$ cat config.mk
export PLATFORM = sky130hd
export DESIGN_NAME = dac_spi_ctrl
export DESIGN_NICKNAME = d
export VERILOG_FILES = /design/src/rtl/dac_ctrl_pkg.sv /design/src/rtl/piso_reg.sv /design/src/rtl/dac_spi_ctrl.sv
export SDC_FILE = /design/constraint.sdc
export NUM_CORES = 1
export LEC_CHECK = 0
export CORE_MARGIN = 3
export CORE_UTILIZATION = 40
export DETAILED_ROUTE_END_ITERATION = 16
export PLACE_DENSITY_LB_ADDON = 0.2
export SLEW_MARGIN = 20
export SYNTH_ARGS = -nofsm -noshare
export SYNTH_HDL_FRONTEND = slang
export SYNTH_HIERARCHICAL = 1
export SYNTH_SLANG_ARGS = --single-unit
$ cat constraint.sdc
create_clock -name clk_i -period 2.4 [get_ports clk_i]
set_input_delay 0.48 -clock clk_i [delete_from_list [all_inputs] [get_ports clk_i]]
set_output_delay 0.48 -clock clk_i [all_outputs]
set_load 0.02 [all_outputs]
$ cat src/rtl/dac_ctrl_pkg.sv
// Shared definitions for the dual-channel DAC SPI controller.
// Covers the FSM state encoding, shift-register op codes and frame geometry.
package dac_ctrl_pkg;

  localparam int FRAME_W = 16;
  localparam int DATA_W  = 12;

  localparam logic [1:0] ST_IDLE  = 2'd0;
  localparam logic [1:0] ST_LOAD  = 2'd1;
  localparam logic [1:0] ST_SHIFT = 2'd2;
  localparam logic [1:0] ST_GAP   = 2'd3;

  typedef enum logic [1:0] {
    IDLE  = ST_IDLE,
    LOAD  = ST_LOAD,
    SHIFT = ST_SHIFT,
    GAP   = ST_GAP
  } state_t;

  typedef enum logic [1:0] {
    OP_HOLD  = 2'b00,
    OP_LOAD  = 2'b01,
    OP_SHIFT = 2'b10,
    OP_CLEAR = 2'b11
  } sr_op_t;

  function automatic logic [FRAME_W-1:0] make_frame(input logic [3:0]        cmd,
                                                    input logic [DATA_W-1:0] data);
    return {cmd, data};
  endfunction

endpackage

$ cat src/rtl/piso_reg.sv
// Parallel-in serial-out shift register, MSB first, with load/shift/clear ops.
module piso_reg
  import dac_ctrl_pkg::*;
#(
  parameter int Width = 16
) (
  input  logic             clk_i,
  input  logic             rst_i,
  input  sr_op_t           op_i,
  input  logic [Width-1:0] load_i,
  output logic             msb_o
);

  logic [Width-1:0] sr;

  always_ff @(posedge clk_i) begin
    if (rst_i) begin
      sr <= '0;
    end else begin
      case (op_i)
        OP_LOAD:  sr <= load_i;
        OP_SHIFT: sr <= {sr[Width-2:0], 1'b0};
        OP_CLEAR: sr <= '0;
        default:  sr <= sr;
      endcase
    end
  end

  assign msb_o = sr[Width-1];

endmodule

$ cat src/rtl/dac_spi_ctrl.sv
// Two-channel DAC write controller: per-channel request holding, round-robin
// arbitration and a mode-0 SPI frame engine (16-bit command+code frames).
module dac_spi_ctrl
  import dac_ctrl_pkg::*;
#(
  parameter int unsigned ClkDiv = 4,
  parameter logic [3:0]  CmdA   = 4'h3,
  parameter logic [3:0]  CmdB   = 4'h7
) (
  input  logic              clk_i,
  input  logic              rst_i,
  input  logic              start_a_i,
  input  logic [DATA_W-1:0] data_a_i,
  input  logic              start_b_i,
  input  logic [DATA_W-1:0] data_b_i,
  output logic              busy_o,
  output logic              done_a_o,
  output logic              done_b_o,
  output logic              sclk_o,
  output logic              csn_o,
  output logic              mosi_o
);

  localparam logic [7:0] DivLast = 8'(ClkDiv - 1);

  state_t              state, state_nxt;
  sr_op_t              op;
  logic                pend_a, pend_b;
  logic [DATA_W-1:0]   hold_a, hold_b;
  logic [7:0]          div;
  logic [3:0]          bitcnt;
  logic                sclk;
  logic                rr_b;
  logic                sel_b;
  logic                grant;
  logic                grant_b;
  logic                div_end;
  logic [FRAME_W-1:0]  frame;

  // rr_b set means B has priority when both channels are pending
  assign grant_b = pend_b & (~pend_a | rr_b);
  assign div_end = (div == DivLast);
  assign frame   = grant_b ? make_frame(CmdB, hold_b) : make_frame(CmdA, hold_a);

  always_comb begin
    state_nxt = state;
    op        = OP_HOLD;
    grant     = 1'b0;
    case (state)
      IDLE: begin
        if (pend_a || pend_b) begin
          grant     = 1'b1;
          op        = OP_LOAD;
          state_nxt = LOAD;
        end
      end
      LOAD: state_nxt = SHIFT;
      SHIFT: begin
        // falling SCLK edge: advance to the next bit
        if (div_end && sclk) begin
          op = OP_SHIFT;
          if (bitcnt == 4'd15) state_nxt = GAP;
        end
      end
      GAP: begin
        op = OP_CLEAR;
        if (div_end) state_nxt = IDLE;
      end
      default: state_nxt = IDLE;
    endcase
  end

  always_ff @(posedge clk_i) begin
    if (rst_i) begin
      state  <= IDLE;
      pend_a <= 1'b0;
      pend_b <= 1'b0;
      hold_a <= '0;
      hold_b <= '0;
      div    <= '0;
      bitcnt <= '0;
      sclk   <= 1'b0;
      rr_b   <= 1'b0;
      sel_b  <= 1'b0;
    end else begin
      state <= state_nxt;

      // a new request wins over the clear from a coincident grant
      if (start_a_i) begin
        pend_a <= 1'b1;
        hold_a <= data_a_i;
      end else if (grant && !grant_b) begin
        pend_a <= 1'b0;
      end

      if (start_b_i) begin
        pend_b <= 1'b1;
        hold_b <= data_b_i;
      end else if (grant && grant_b) begin
        pend_b <= 1'b0;
      end

      if (grant) begin
        sel_b <= grant_b;
        rr_b  <= ~grant_b;
      end

      if (state == SHIFT || state == GAP) div <= div_end ? 8'd0 : div + 8'd1;
      else                                div <= 8'd0;

      if (state == SHIFT && div_end) sclk <= ~sclk;

      if (op == OP_SHIFT) bitcnt <= bitcnt + 4'd1;
    end
  end

  piso_reg #(
    .Width (FRAME_W)
  ) u_piso (
    .clk_i  (clk_i),
    .rst_i  (rst_i),
    .op_i   (op),
    .load_i (frame),
    .msb_o  (mosi_o)
  );

  assign busy_o   = (state != IDLE);
  assign csn_o    = !(state == LOAD || state == SHIFT);
  assign sclk_o   = sclk;
  assign done_a_o = (state == GAP) && div_end && !sel_b;
  assign done_b_o = (state == GAP) && div_end && sel_b;

endmodule

==> qor.csv <==
stage,metric,value,unit
die,Std-Cell Rows,30,
worst_setup_path,Crit. End Element,output pin,
logic_synthesis,Synth Instances,290,
place,PortBufs,33,
die,initial core utilization,41.89,%
hold_path,HP Class,reg -> reg,
power,VDD IR-drop max,0.0003488,V
layout,diode count,0,
power,Clk pwr share,25.9,%
power,switching part of the total,32.24,%
timing,hold slack,0.4633,ns
job,max_cap viols,0,
drt,post-route antenna net violation count,0,
logic_synthesis,Async SR Flop Fraction,0,%
logic_synthesis,Netlist Area Pre-Place,2878,sq um
worst_setup_path,reg2reg setup slack,0.43,ns
logic_synthesis,largest family of logic cells by synthesized area,simple AND/OR/NAND/NOR gates,
worst_setup_path,r2r endpoint,u_piso/sr[1]$_SDFFE_PP0P_,
power,Pint,2.046,mW
drt,DR vias,2026,
logic_synthesis,Post-Synth Adder-Cell Area,2.609,%
clock_network,htree depth,3,
layout,fin nets,362,
die,Die X,90.82,microns
global_routing,Global Route Usage Sum,14.14,%
worst_setup_path,Worst EP required,1.92,ns
timing,RSZ-0062 raised after global routing,no,
timing,Final TNS setup,0,ns
logic_synthesis,Yosys warnings,6,
place,Detailed Place HPWL,3720,microns
logic_synthesis,post-synthesis mux area share,13.74,%
global_routing,antenna violations before repair,0,
logic_synthesis,Synth Register Bits,59,
drt,initial drt markers,76,
logic_synthesis,Yosys cell types,42,
layout,fillers,644,
drt,Residual DRC,0,
clock_network,CTS root buf,clkbuf_8,
clock_network,TritonCTS sink count,59,
drt,vias per cell,4.745,
logic_synthesis,Synth Area in XOR/XNOR,2.130,%
global_routing,vias in the first global route,2028,
worst_setup_path,critical path startpoint category,register,
logic_synthesis,top post-synthesis cells by area,"dfxtp_1 41%, mux2i_1 9.0%, a211oi_2 7.8%",
global_routing,grt ovf,0,
logic_synthesis,top cell type's share of synthesized area,41.04,%
layout,final instance area,3475,sq um
timing,period utilization,94.24,%
clock_network,CTS max path bufs,2,
timing,final setup vio count,0,
drt,WL final,5394,microns
logic_synthesis,Synth Flop Type,dfxtp_1,
clock_network,clock slew at reported path FFs,0.06,ns
clock_network,later-pin clock latency in the skew report,0.34,ns
layout,Layout area overhead,20.74,%
worst_setup_path,CP endpoint,busy_o,
hold_path,start point of the worst hold path,div[0]$_SDFF_PP0_,
power,Leak,1.400,nW
drt,drt first pass iters,4,
logic_synthesis,sequential-to-total area share from yosys stat,41.04,%
logic_synthesis,Synth Area in Simple Gates,18.83,%
layout,layout cells sized above 1,20.85,%
place,placed cell areas,3317,sq um
worst_setup_path,Worst Path Arrival,1.78,ns
worst_setup_path,Setup CP Type,reg -> out,
logic_synthesis,Post-synth EDFFs,0,
timing,Fmax achieved,442.1,MHz
die,Core ar.,6869,sq um
worst_setup_path,worst reg2reg startpoint,state[0]$_SDFFE_PP0P_,
logic_synthesis,Compound-Gate Fraction of Synth Area,15.61,%
timing,Final Hold Fails,0,
die,Die Y,90.82,microns
global_routing,first-pass GRT wire length,9294,microns
clock_network,post-CTS setup repair buffer count,0,
timing,clock skew,0.008542,ns
power,Gate power share,33.2,%
clock_network,CTS Buf Count,9,
clock_network,CTS tree,yes,
drt,per-cell routed wire length,12.63,microns
place,GPL Wtd Cong,0.7481,
timing,max-slew violations,0,
timing,Final min period,2.262,ns
worst_setup_path,worst reg2reg path depth,9,
worst_setup_path,worst-path fanout max,7,
power,share of power burned in registers,40.8,%
die,IO Pins,34,
worst_setup_path,Critical Path Start,state[1]$_SDFFE_PP0P_,
power,Power Density,869.2,nW/um^2
layout,final core utilization,50.58,%
logic_synthesis,synthesized area per cell,9.923,sq um
die,Die ar.,8248,sq um
logic_synthesis,"area leader, netlist",dfxtp_1,
global_routing,pin count of the biggest net entering global routing,47,
status,status,"finished, final reports clean",
power,Sw Pwr,0.9737,mW
## synthesized netlist by cell type (2+ instances only)
cell type	instances
dfxtp_1	59
nor2_1	37
mux2i_1	26
a211oi_2	18
nand2b_1	16
nor2b_1	16
a211oi_1	12
mux2_2	12
a21oi_1	9
buf_2	8
inv_1	8
nand2_1	7
clkbuf_1	6
ha_1	6
o21ai_0	6
xor2_1	6
nand3_1	4
buf_6	3
nand4_1	3
nor3_1	3
and3_2	2
conb_1	2
or3_1	2
## registers in the layout, indices dropped and copies added, names as in the netlist, 2 cells and up
signal     cells
bitcnt         4
div            8
u_piso/sr     16
hold_b        12
state          2
hold_a        12
## placed cells by master, fill, tap and decap left out, drive strengths merged, types with 12 or more instances in the layout
cell           instances
a211oi                30
buf                   14
clkbuf                13
clkdlybuf4s50         30
dfxtp                 59
mux2                  12
mux2i                 26
nand2b                16
nor2                  37
nor2b                 16
## cell families after synthesis
| kind of cell | Yosys count |
|---|---|
| other | 2 |
| AO/OA/AOI/OAI | 50 |
| adder cells (fa/ha/maj) | 6 |
| buffers and inverters | 28 |
| XOR/XNOR | 7 |
| flip-flops | 59 |
| multiplexers | 38 |
| AND/OR/NAND/NOR | 100 |
## repair_timing
action | CTS | global route
hold buffers | 0 | 0
gates resized for setup | 4 | 3
pin swaps | 0 | 0
setup endpoints to repair | 2 | 4
## final cells by class
class / instances / area (sq um) / area share [%]
multi-input combinational: 204 / 1538 / 44.26
sequential: 59 / 1182 / 34.03
timing repair buffer: 46 / 437.9 / 12.60
clock buffer: 11 / 151.4 / 4.357
tap: 96 / 120.1 / 3.457
inverter: 8 / 30.03 / 0.8642
clock inverter: 3 / 15.01 / 0.4321
## critical path, cell delays in order (launching register included)
cell and delay, ns:
dfxtp_1 0.40, inv_1 0.10, ha_1 0.26, inv_1 0.09, clkdlybuf4s50_1 0.60
## metrics by stage
step / setup slack, ns / std cells / power (mW)
floorplan: 0.4560 / 291 / 2.014
global placement: 0.08686 / 413 / 2.245
detailed placement: 0.08593 / 413 / 2.262
CTS: 0.006642 / 427 / 3.067
global route: 0.04080 / 427 / 3.216
finish: 0.1383 / 427 / 3.020
## how the worst min path moves through the flow
stage                                      to  slack, ns  cells past startpoint
after global routing      pend_b$_SDFFE_PP0P_       0.49                      2
after global placement      div[0]$_SDFF_PP0_       0.44                      1
after floorplan             div[0]$_SDFF_PP0_       0.43                      1
final                       div[0]$_SDFF_PP0_       0.46                      1
after CTS                   div[0]$_SDFF_PP0_       0.47                      1
after detailed placement    div[0]$_SDFF_PP0_       0.45                      1
## per-layer routing
layer,vias up,GRT usage (%),wire [microns]
li1,1086,-,-
met1,902,17.04,2578
met2,27,22.61,2526
met3,11,5.500,194
met4,0,5.653,96
met5,-,0,0
## power groups by stage
stage                     combinational [mW]  sequential, mW  clock, mW
final                                   1.00            1.23      0.783
after floorplan                        0.783            1.23          0
after CTS                               1.02            1.23      0.817
after global routing                    1.11            1.26      0.848
after detailed placement                1.01            1.25          0
after global placement                 0.994            1.25          0
No activity file was read; power rests on OpenSTA's default activity.
